`src/rtl/AXI_to_APB.sv`:
```
// Shared APB definitions: FSM state encoding, decode width and response codes.
// Latency: n/a (types and constants only).
// Backpressure: n/a.
package AXI_to_APB;

    typedef enum logic [0:0] {
        APB_IDLE   = 1'b0,
        APB_ACCESS = 1'b1
    } apb_state_t;

    // Only the low byte-offset bits of paddr take part in register decode.
    localparam int APB_OFFSET_BITS = 12;

    localparam logic APB_RESP_OK  = 1'b0;
    localparam logic APB_RESP_ERR = 1'b1;

endpackage

```
`src/rtl/apb_register_completer_if.sv`:
```
// APB bus bundle between a requester (master) and a completer (slave).
// Latency: n/a (wiring only).
// Backpressure: completer stretches the access phase by holding pready low.
interface apb_register_completer_if #(
    parameter int ADDR_WIDTH = 32,
    parameter int DATA_WIDTH = 32
);
    logic [2:0]            psel;
    logic                  penable;
    logic                  pwrite;
    logic [ADDR_WIDTH-1:0] paddr;
    logic [DATA_WIDTH-1:0] pwdata;
    logic                  pready;
    logic [DATA_WIDTH-1:0] prdata;
    logic                  pslverr;

    modport master (
        output psel, penable, pwrite, paddr, pwdata,
        input  pready, prdata, pslverr
    );

    modport slave (
        input  psel, penable, pwrite, paddr, pwdata,
        output pready, prdata, pslverr
    );
endinterface

```
`src/rtl/apb_wait_lfsr.sv`:
```
// 16-bit Fibonacci LFSR (taps 16,14,13,11) used to randomise completer wait states.
// Latency: advances every cycle; seed appears the cycle after reset.
// Backpressure: none. Compiled only with APB_COMPLETER_RANDWAIT_EN defined.
`ifdef APB_COMPLETER_RANDWAIT_EN
module apb_wait_lfsr #(
    parameter logic [15:0] SEED = 16'hACE1
) (
    input  logic        clk,
    input  logic        reset,
    output logic [15:0] lfsr
);
    logic [15:0] lfsr_q;
    logic [15:0] lfsr_d;

    // Shift left, feeding back the XOR of bits 16,14,13,11 (1-based).
    always_comb begin
        lfsr_d = {lfsr_q[14:0], lfsr_q[15] ^ lfsr_q[13] ^ lfsr_q[12] ^ lfsr_q[10]};
    end

    // State register; reseeds on reset so the wait sequence is repeatable.
    always_ff @(posedge clk) begin
        if (reset) begin
            lfsr_q <= SEED;
        end else begin
            lfsr_q <= lfsr_d;
        end
    end

    assign lfsr = lfsr_q;
endmodule
`endif

```
`src/rtl/apb_register_completer.sv`:
```
// APB completer serving NUM_REGS 32-bit registers (reg 0 = read-only ID) with pslverr.
// Latency: setup cycle + (WAIT_CYCLES+1) access cycles; random 0..15 waits with APB_COMPLETER_RANDWAIT_EN.
// Backpressure: pready held low during wait states; dropping psel/penable mid-access aborts.
module apb_register_completer
    import AXI_to_APB::*;
#(
    parameter int                    ADDR_WIDTH  = 32,
    parameter int                    DATA_WIDTH  = 32,
    parameter int                    NUM_REGS    = 16,
    parameter logic [2:0]            SLAVE_ID    = 3'd0,
    parameter int                    WAIT_CYCLES = 0,
    parameter logic [DATA_WIDTH-1:0] ID_VALUE    = 32'hA2B0_0001
) (
    input  logic                     clk,
    input  logic                     reset,
    apb_register_completer_if.slave  apb,
    output logic                     prot_violation
);
    localparam int IDX_W = APB_OFFSET_BITS - 2;

    apb_state_t                  state_q, state_d;
    logic [3:0]                  wait_cnt_q, wait_cnt_d;
    logic [APB_OFFSET_BITS-1:0]  paddr_q, paddr_d;
    logic                        pwrite_q, pwrite_d;
    logic [DATA_WIDTH-1:0]       pwdata_q, pwdata_d;
    logic                        prot_violation_q, prot_violation_d;
    logic [DATA_WIDTH-1:0]       regs_q [1:NUM_REGS-1];
    logic [DATA_WIDTH-1:0]       regs_d [1:NUM_REGS-1];

    logic                        sel;
    logic                        abort;
    logic                        complete;
    logic [IDX_W-1:0]            idx;
    logic                        err;
    logic                        do_write;
    logic [3:0]                  wait_load;
    logic [DATA_WIDTH-1:0]       rd_data;

    // Address bits above the decode window are deliberately ignored.
    logic unused_addr_hi;
    assign unused_addr_hi = ^apb.paddr[ADDR_WIDTH-1:APB_OFFSET_BITS];

`ifdef APB_COMPLETER_RANDWAIT_EN
    logic [15:0] lfsr_val;
    logic        unused_lfsr_hi;

    apb_wait_lfsr #(.SEED(16'hACE1)) u_wait_lfsr (
        .clk   (clk),
        .reset (reset),
        .lfsr  (lfsr_val)
    );

    assign unused_lfsr_hi = ^lfsr_val[15:4];
    assign wait_load      = lfsr_val[3:0];
`else
    assign wait_load = 4'(WAIT_CYCLES);
`endif

    assign sel      = (apb.psel == SLAVE_ID);
    assign abort    = (state_q == APB_ACCESS) && (!sel || !apb.penable);
    assign complete = (state_q == APB_ACCESS) && (wait_cnt_q == 4'd0);
    assign idx      = paddr_q[APB_OFFSET_BITS-1:2];
    assign do_write = complete && !abort && pwrite_q && !err;

    // Error decode from the latched request only.
    always_comb begin
        err = 1'b0;
        if (paddr_q[1:0] != 2'b00) begin
            err = 1'b1;
        end
        if ({1'b0, idx} >= (IDX_W + 1)'(NUM_REGS)) begin
            err = 1'b1;
        end
        if (pwrite_q && (idx == '0)) begin
            err = 1'b1;
        end
    end

    // Read mux: ID constant at index 0, register file elsewhere.
    always_comb begin
        rd_data = ID_VALUE;
        for (int i = 1; i < NUM_REGS; i++) begin
            if (IDX_W'(i) == idx) begin
                rd_data = regs_q[i];
            end
        end
    end

    // Moore outputs: pready from state and counter; data/error gated by pready.
    always_comb begin
        apb.pready  = complete;
        apb.pslverr = (complete && err) ? APB_RESP_ERR : APB_RESP_OK;
        apb.prdata  = (complete && !err) ? rd_data : '0;
    end

    // Next-state logic: latch request at setup, count waits, complete or abort.
    always_comb begin
        state_d          = state_q;
        wait_cnt_d       = wait_cnt_q;
        paddr_d          = paddr_q;
        pwrite_d         = pwrite_q;
        pwdata_d         = pwdata_q;
        prot_violation_d = 1'b0;
        unique case (state_q)
            APB_IDLE: begin
                if (sel && !apb.penable) begin
                    paddr_d    = apb.paddr[APB_OFFSET_BITS-1:0];
                    pwrite_d   = apb.pwrite;
                    pwdata_d   = apb.pwdata;
                    wait_cnt_d = wait_load;
                    state_d    = APB_ACCESS;
                end
            end
            APB_ACCESS: begin
                if (abort) begin
                    prot_violation_d = 1'b1;
                    state_d          = APB_IDLE;
                end else if (wait_cnt_q != 4'd0) begin
                    wait_cnt_d = wait_cnt_q - 4'd1;
                end else begin
                    state_d = APB_IDLE;
                end
            end
            default: state_d = APB_IDLE;
        endcase
    end

    // Register file update: only a clean, error-free completing write lands.
    always_comb begin
        regs_d = regs_q;
        if (do_write) begin
            for (int i = 1; i < NUM_REGS; i++) begin
                if (IDX_W'(i) == idx) begin
                    regs_d[i] = pwdata_q;
                end
            end
        end
    end

    // State registers; reset wins over any in-flight transfer.
    always_ff @(posedge clk) begin
        if (reset) begin
            state_q          <= APB_IDLE;
            wait_cnt_q       <= 4'd0;
            paddr_q          <= '0;
            pwrite_q         <= 1'b0;
            pwdata_q         <= '0;
            prot_violation_q <= 1'b0;
            for (int i = 1; i < NUM_REGS; i++) begin
                regs_q[i] <= '0;
            end
        end else begin
            state_q          <= state_d;
            wait_cnt_q       <= wait_cnt_d;
            paddr_q          <= paddr_d;
            pwrite_q         <= pwrite_d;
            pwdata_q         <= pwdata_d;
            prot_violation_q <= prot_violation_d;
            regs_q           <= regs_d;
        end
    end

    assign prot_violation = prot_violation_q;
endmodule
```
`src/flat_wrapper.sv`:
```
// flat-port wrapper written by rule: the top's interface ports become plain ports
module apb_register_completer_flat import AXI_to_APB::*;
#(
    parameter int                    ADDR_WIDTH  = 32,
    parameter int                    DATA_WIDTH  = 32,
    parameter int                    NUM_REGS    = 16,
    parameter logic [2:0]            SLAVE_ID    = 3'd0,
    parameter int                    WAIT_CYCLES = 0,
    parameter logic [DATA_WIDTH-1:0] ID_VALUE    = 32'hA2B0_0001
)
  (clk, reset, prot_violation, apb_psel, apb_penable, apb_pwrite, apb_paddr, apb_pwdata, apb_pready, apb_prdata, apb_pslverr);
  apb_register_completer_if #(.ADDR_WIDTH(ADDR_WIDTH), .DATA_WIDTH(DATA_WIDTH)) apb_i ();
  input  logic clk;
  input  logic reset;
  output logic prot_violation;
  input wire logic [$bits(apb_i.psel)-1:0] apb_psel;
  input wire logic [$bits(apb_i.penable)-1:0] apb_penable;
  input wire logic [$bits(apb_i.pwrite)-1:0] apb_pwrite;
  input wire logic [$bits(apb_i.paddr)-1:0] apb_paddr;
  input wire logic [$bits(apb_i.pwdata)-1:0] apb_pwdata;
  output wire logic [$bits(apb_i.pready)-1:0] apb_pready;
  output wire logic [$bits(apb_i.prdata)-1:0] apb_prdata;
  output wire logic [$bits(apb_i.pslverr)-1:0] apb_pslverr;
  assign apb_i.psel = apb_psel;
  assign apb_i.penable = apb_penable;
  assign apb_i.pwrite = apb_pwrite;
  assign apb_i.paddr = apb_paddr;
  assign apb_i.pwdata = apb_pwdata;
  assign apb_pready = apb_i.pready;
  assign apb_prdata = apb_i.prdata;
  assign apb_pslverr = apb_i.pslverr;
  apb_register_completer #(.ADDR_WIDTH(ADDR_WIDTH), .DATA_WIDTH(DATA_WIDTH), .NUM_REGS(NUM_REGS), .SLAVE_ID(SLAVE_ID), .WAIT_CYCLES(WAIT_CYCLES), .ID_VALUE(ID_VALUE)) u_core (.clk(clk), .reset(reset), .apb(apb_i), .prot_violation(prot_violation));
endmodule
```
`config.mk`:
```
export PLATFORM = sky130hd
export DESIGN_NAME = apb_register_completer_flat
export DESIGN_NICKNAME = d
export VERILOG_FILES = /design/src/rtl/AXI_to_APB.sv /design/src/rtl/apb_register_completer_if.sv /design/src/rtl/apb_wait_lfsr.sv /design/src/rtl/apb_register_completer.sv /design/src/flat_wrapper.sv
export SDC_FILE = /design/constraint.sdc
export NUM_CORES = 1
export LEC_CHECK = 0
export CAP_MARGIN = 0
export CORE_ASPECT_RATIO = 0.7
export CORE_UTILIZATION = 40
export DETAILED_ROUTE_END_ITERATION = 10
export GPL_TIMING_DRIVEN = 0
export SLEW_MARGIN = 25
export SYNTH_ARGS = -nofsm -noshare
export SYNTH_HDL_FRONTEND = slang
export SYNTH_HIERARCHICAL = 1
export SYNTH_SLANG_ARGS = --single-unit
export TNS_END_PERCENT = 1
```
`constraint.sdc`:
```
create_clock -name clk -period 3.2 [get_ports clk]
set_clock_uncertainty 0.05 [all_clocks]
set_input_delay 0.48 -clock clk [delete_from_list [all_inputs] [get_ports clk]]
set_output_delay 0.48 -clock clk [all_outputs]
set_load 0.01 [all_outputs]
```
==> reports/metrics.csv, run 1 <==
metric,value,unit
status,"complete, but fails checks",
violations,setup timing,
vias,26250,
ioPinCount,106,
hold_start,apb_pwdata[9],
hold_viol_final,0,
r2r_setup_slack,-0.32,ns
grt_max_degree,14,
clock.fmax,273.6,MHz
slew_violations,0,
place_area,25380,um^2
synthesis.area,23470,um^2
worstPathMaxFanout,10,
pre_cts_ws,-2.464,ns
clk_pin_slew,0.06,ns
htreeDepth,2,
worstHoldPathType,in2reg,
fin_nets,3431,
worst_slew_pin_slew,1.115,ns
die_y,204.6,um
drt_first_pass_iters,7,
grt_antenna_before_repair,6,
rows,73,
critPathTopFamily,buffers and inverters,
stdcell_count,4149,
yosysTopAreaCell,dfxtp_1,
drcViolationCount,0,
drt-initial-drc-count,4226,
cpMaxStageDelayCell,clkbuf_4,
overflow,0,
fin_crit,3.655,ns
utilization,0.5118,
slew_headroom,0.2565,
numCtsBuffers,53,
worst_slack,-0.4553,ns
p_total,14.16,mW
area_growth_syn_to_layout,25.11,%
ys_seq_area_frac,0.4530,
ys_ff_latch,531,
post-route-period-util,1.142,
required,2.67,ns
grt_usage,0.4381,
hold_slack,0.3580,ns
synthCells,3177,
dp_hpwl,98260,um
ys.flop_type,dfxtp_1,
vias_per_cell,6.328,
cts_buffer_depth,3,
die_w,291.5,um
power.leakage,9.335,nW
startpoint_type,flip-flop,
dieArea,59650,um^2
irDropWorstVdd,0.3933,mV
synth_edf_count,0,
nFillCells,5498,
yosysUniqueCellTypes,65,
grt_pass1_wl,183400,um
r2r_start,u_core/paddr_q[11],
initial_utilization,0.4091,
grt_pass1_vias,24340,
fin_setup_tns,-35.93,ns
tritoncts,built,
crit_path_cell_trace,clkbuf_8 > clkbuf_16 > clkbuf_4 > clkbuf_8 > a221oi_1 > a31oi_1 > o211ai_1 > a21oi_2 > buf_2,
finalSetupViolations,199,
final_layout_size_suffix_gt1_frac,0.1540,
root_buffer,clkbuf_16,
worstPathArrival,3.13,ns
synth_warnings,6,
crit_path_end_kind,primary output,
place_congestion,1.064,
wl,133700,um
portBuffers,84,
critical_path.startpoint,u_core/paddr_q[4],
path_class,reg2out,
final_antenna_net_count,0,
synth_commonest_cells,"nand2_1 (1124), a21oi_1 (604), dfxtp_1 (531), clkbuf_1 (235), o21ai_0 (104)",
critical_path_buf_inv_count,5,
ctsHoldBuffers,0,
cts_sinks,531,
rsz0062_at_grt,yes,
stdcell_area,29360,um^2
p_per_area,482.3,nW/um^2
core_area,57360,um^2
avgSynthCellArea,7.386,um^2
synth_top_area_share,0.4530,
clkLatencyLatePin,0.62,ns
ys_async_sr_fraction,0,
critPathMostFrequentCell,clkbuf_8,
drv_cap,0,
dp.cells,4018,
yosys-top-cells-area,"dfxtp_1 (45%), nand2_1 (18%), a21oi_1 (13%)",
yosysMostFrequentCell,nand2_1,
avgRoutedWirePerCell,32.22,um
critPathMaxStageDelay,0.38,ns
synth_nets,3249,
-- layout by cell type (no fill, tap or decap), drive strengths merged, types with 15 or more instances in the layout --
master	Yosys	routed
a31oi	26	26
clkbuf	235	308
mux2i	49	49
nand2	1124	1124
clkdlybuf4s50	0	51
a21oi	604	604
a22oi	20	20
nand2b	16	16
nor3	45	45
o22ai	25	25
mux2	27	27
o21ai	105	105
inv	15	15
dfxtp	531	531
buf	80	164
nand3	30	30
nor2	68	68
a221oi	24	24
-- state kept, by name (all words and copies together), names as in the netlist --
register,flops
u_core/state_q,1
u_core/regs_q,480
u_core/paddr_q,12
u_core/pwdata_q,32
u_core/wait_cnt_q,4
u_core/pwrite_q,1
u_core/prot_violation,1
-- timing repair --
item | CTS | global route
endpoints found under the hold margin | 0 | 0
gates cloned | 1 | 0
buffers inserted | 30 | 12
setup endpoints to repair | 514 | 488
resized for setup | 609 | 71
pin swaps | 35 | 20
-- report_power, final --
part	leakage, nW	internal, mW	total (mW)	switching [mW]
Clock	0.875	3.76	6.59	2.83
Sequential	4.28	6.62	6.63	0.00972
Combinational	4.18	0.272	0.938	0.666
Total	9.34	10.7	14.2	3.50
-- worst paths after layout --
kind | cells after the start | endpoint
setup reg to reg | 9 | u_core/regs_q[211]
setup / recovery | 9 | apb_prdata[30]
hold reg to reg | 2 | u_core/regs_q[213]
hold / removal | 3 | u_core/pwdata_q[9]
-- cell type report --
type,instances,area [um^2],area share
multi-input cells,2316,12380,0.4217
repair buffers,134,1271,0.04330
diodes,2,5.005,0.0001705
flip-flops and latches,531,10640,0.3626
clock inverters,7,113.9,0.003878
inverters,15,60.06,0.002046
clock buffers,86,1663,0.05664
well taps,750,938.4,0.03196
plain buffers,308,2283,0.07778
-- tightest hold or removal path: stages --
cell,delay (ns)
clkdlybuf4s50_1,0.40
nand2_1,0.06
a21oi_1,0.05
-- metal layers --
metal | up-vias | part of all wire | GRT usage | routed length (um)
met5 | - | 0.00030 | 0 | 40
met4 | 6 | 0.058 | 0.2211 | 7742
met3 | 423 | 0.14 | 0.1407 | 18830
met2 | 2059 | 0.39 | 0.6186 | 52750
met1 | 12680 | 0.41 | 0.5953 | 54310
li1 | 11090 | - | - | -
-- cell families (layout without fill, tap and decap cells) --
kind of cell / Yosys count / after routing / share of synthesized area
multiplexers: 90 / 90 / 0.04729
flip-flops: 531 / 531 / 0.4530
XOR/XNOR: 3 / 3 / 0.001120
buffers and inverters: 330 / 550 / 0.05652
other: 0 / 2 / 0
AO/OA/AOI/OAI: 897 / 897 / 0.2147
AND/OR/NAND/NOR: 1325 / 1325 / 0.2269
adder cells (fa/ha/maj): 1 / 1 / 0.0005331
Note: power is estimated with default switching activity, not from simulation.
==> run 2, diff against run 1 <==
--- a/config.mk
+++ b/config.mk
@@ -5,6 +5,7 @@
 export SDC_FILE = /design/constraint.sdc
 export NUM_CORES = 1
 export LEC_CHECK = 0
+export ABC_CLOCK_PERIOD_IN_PS = 3200
 export CAP_MARGIN = 0
 export CORE_ASPECT_RATIO = 0.7
 export CORE_UTILIZATION = 40
==> results of run 2 <==
The final DEF is identical to that of run 1; final timing and power are the same.
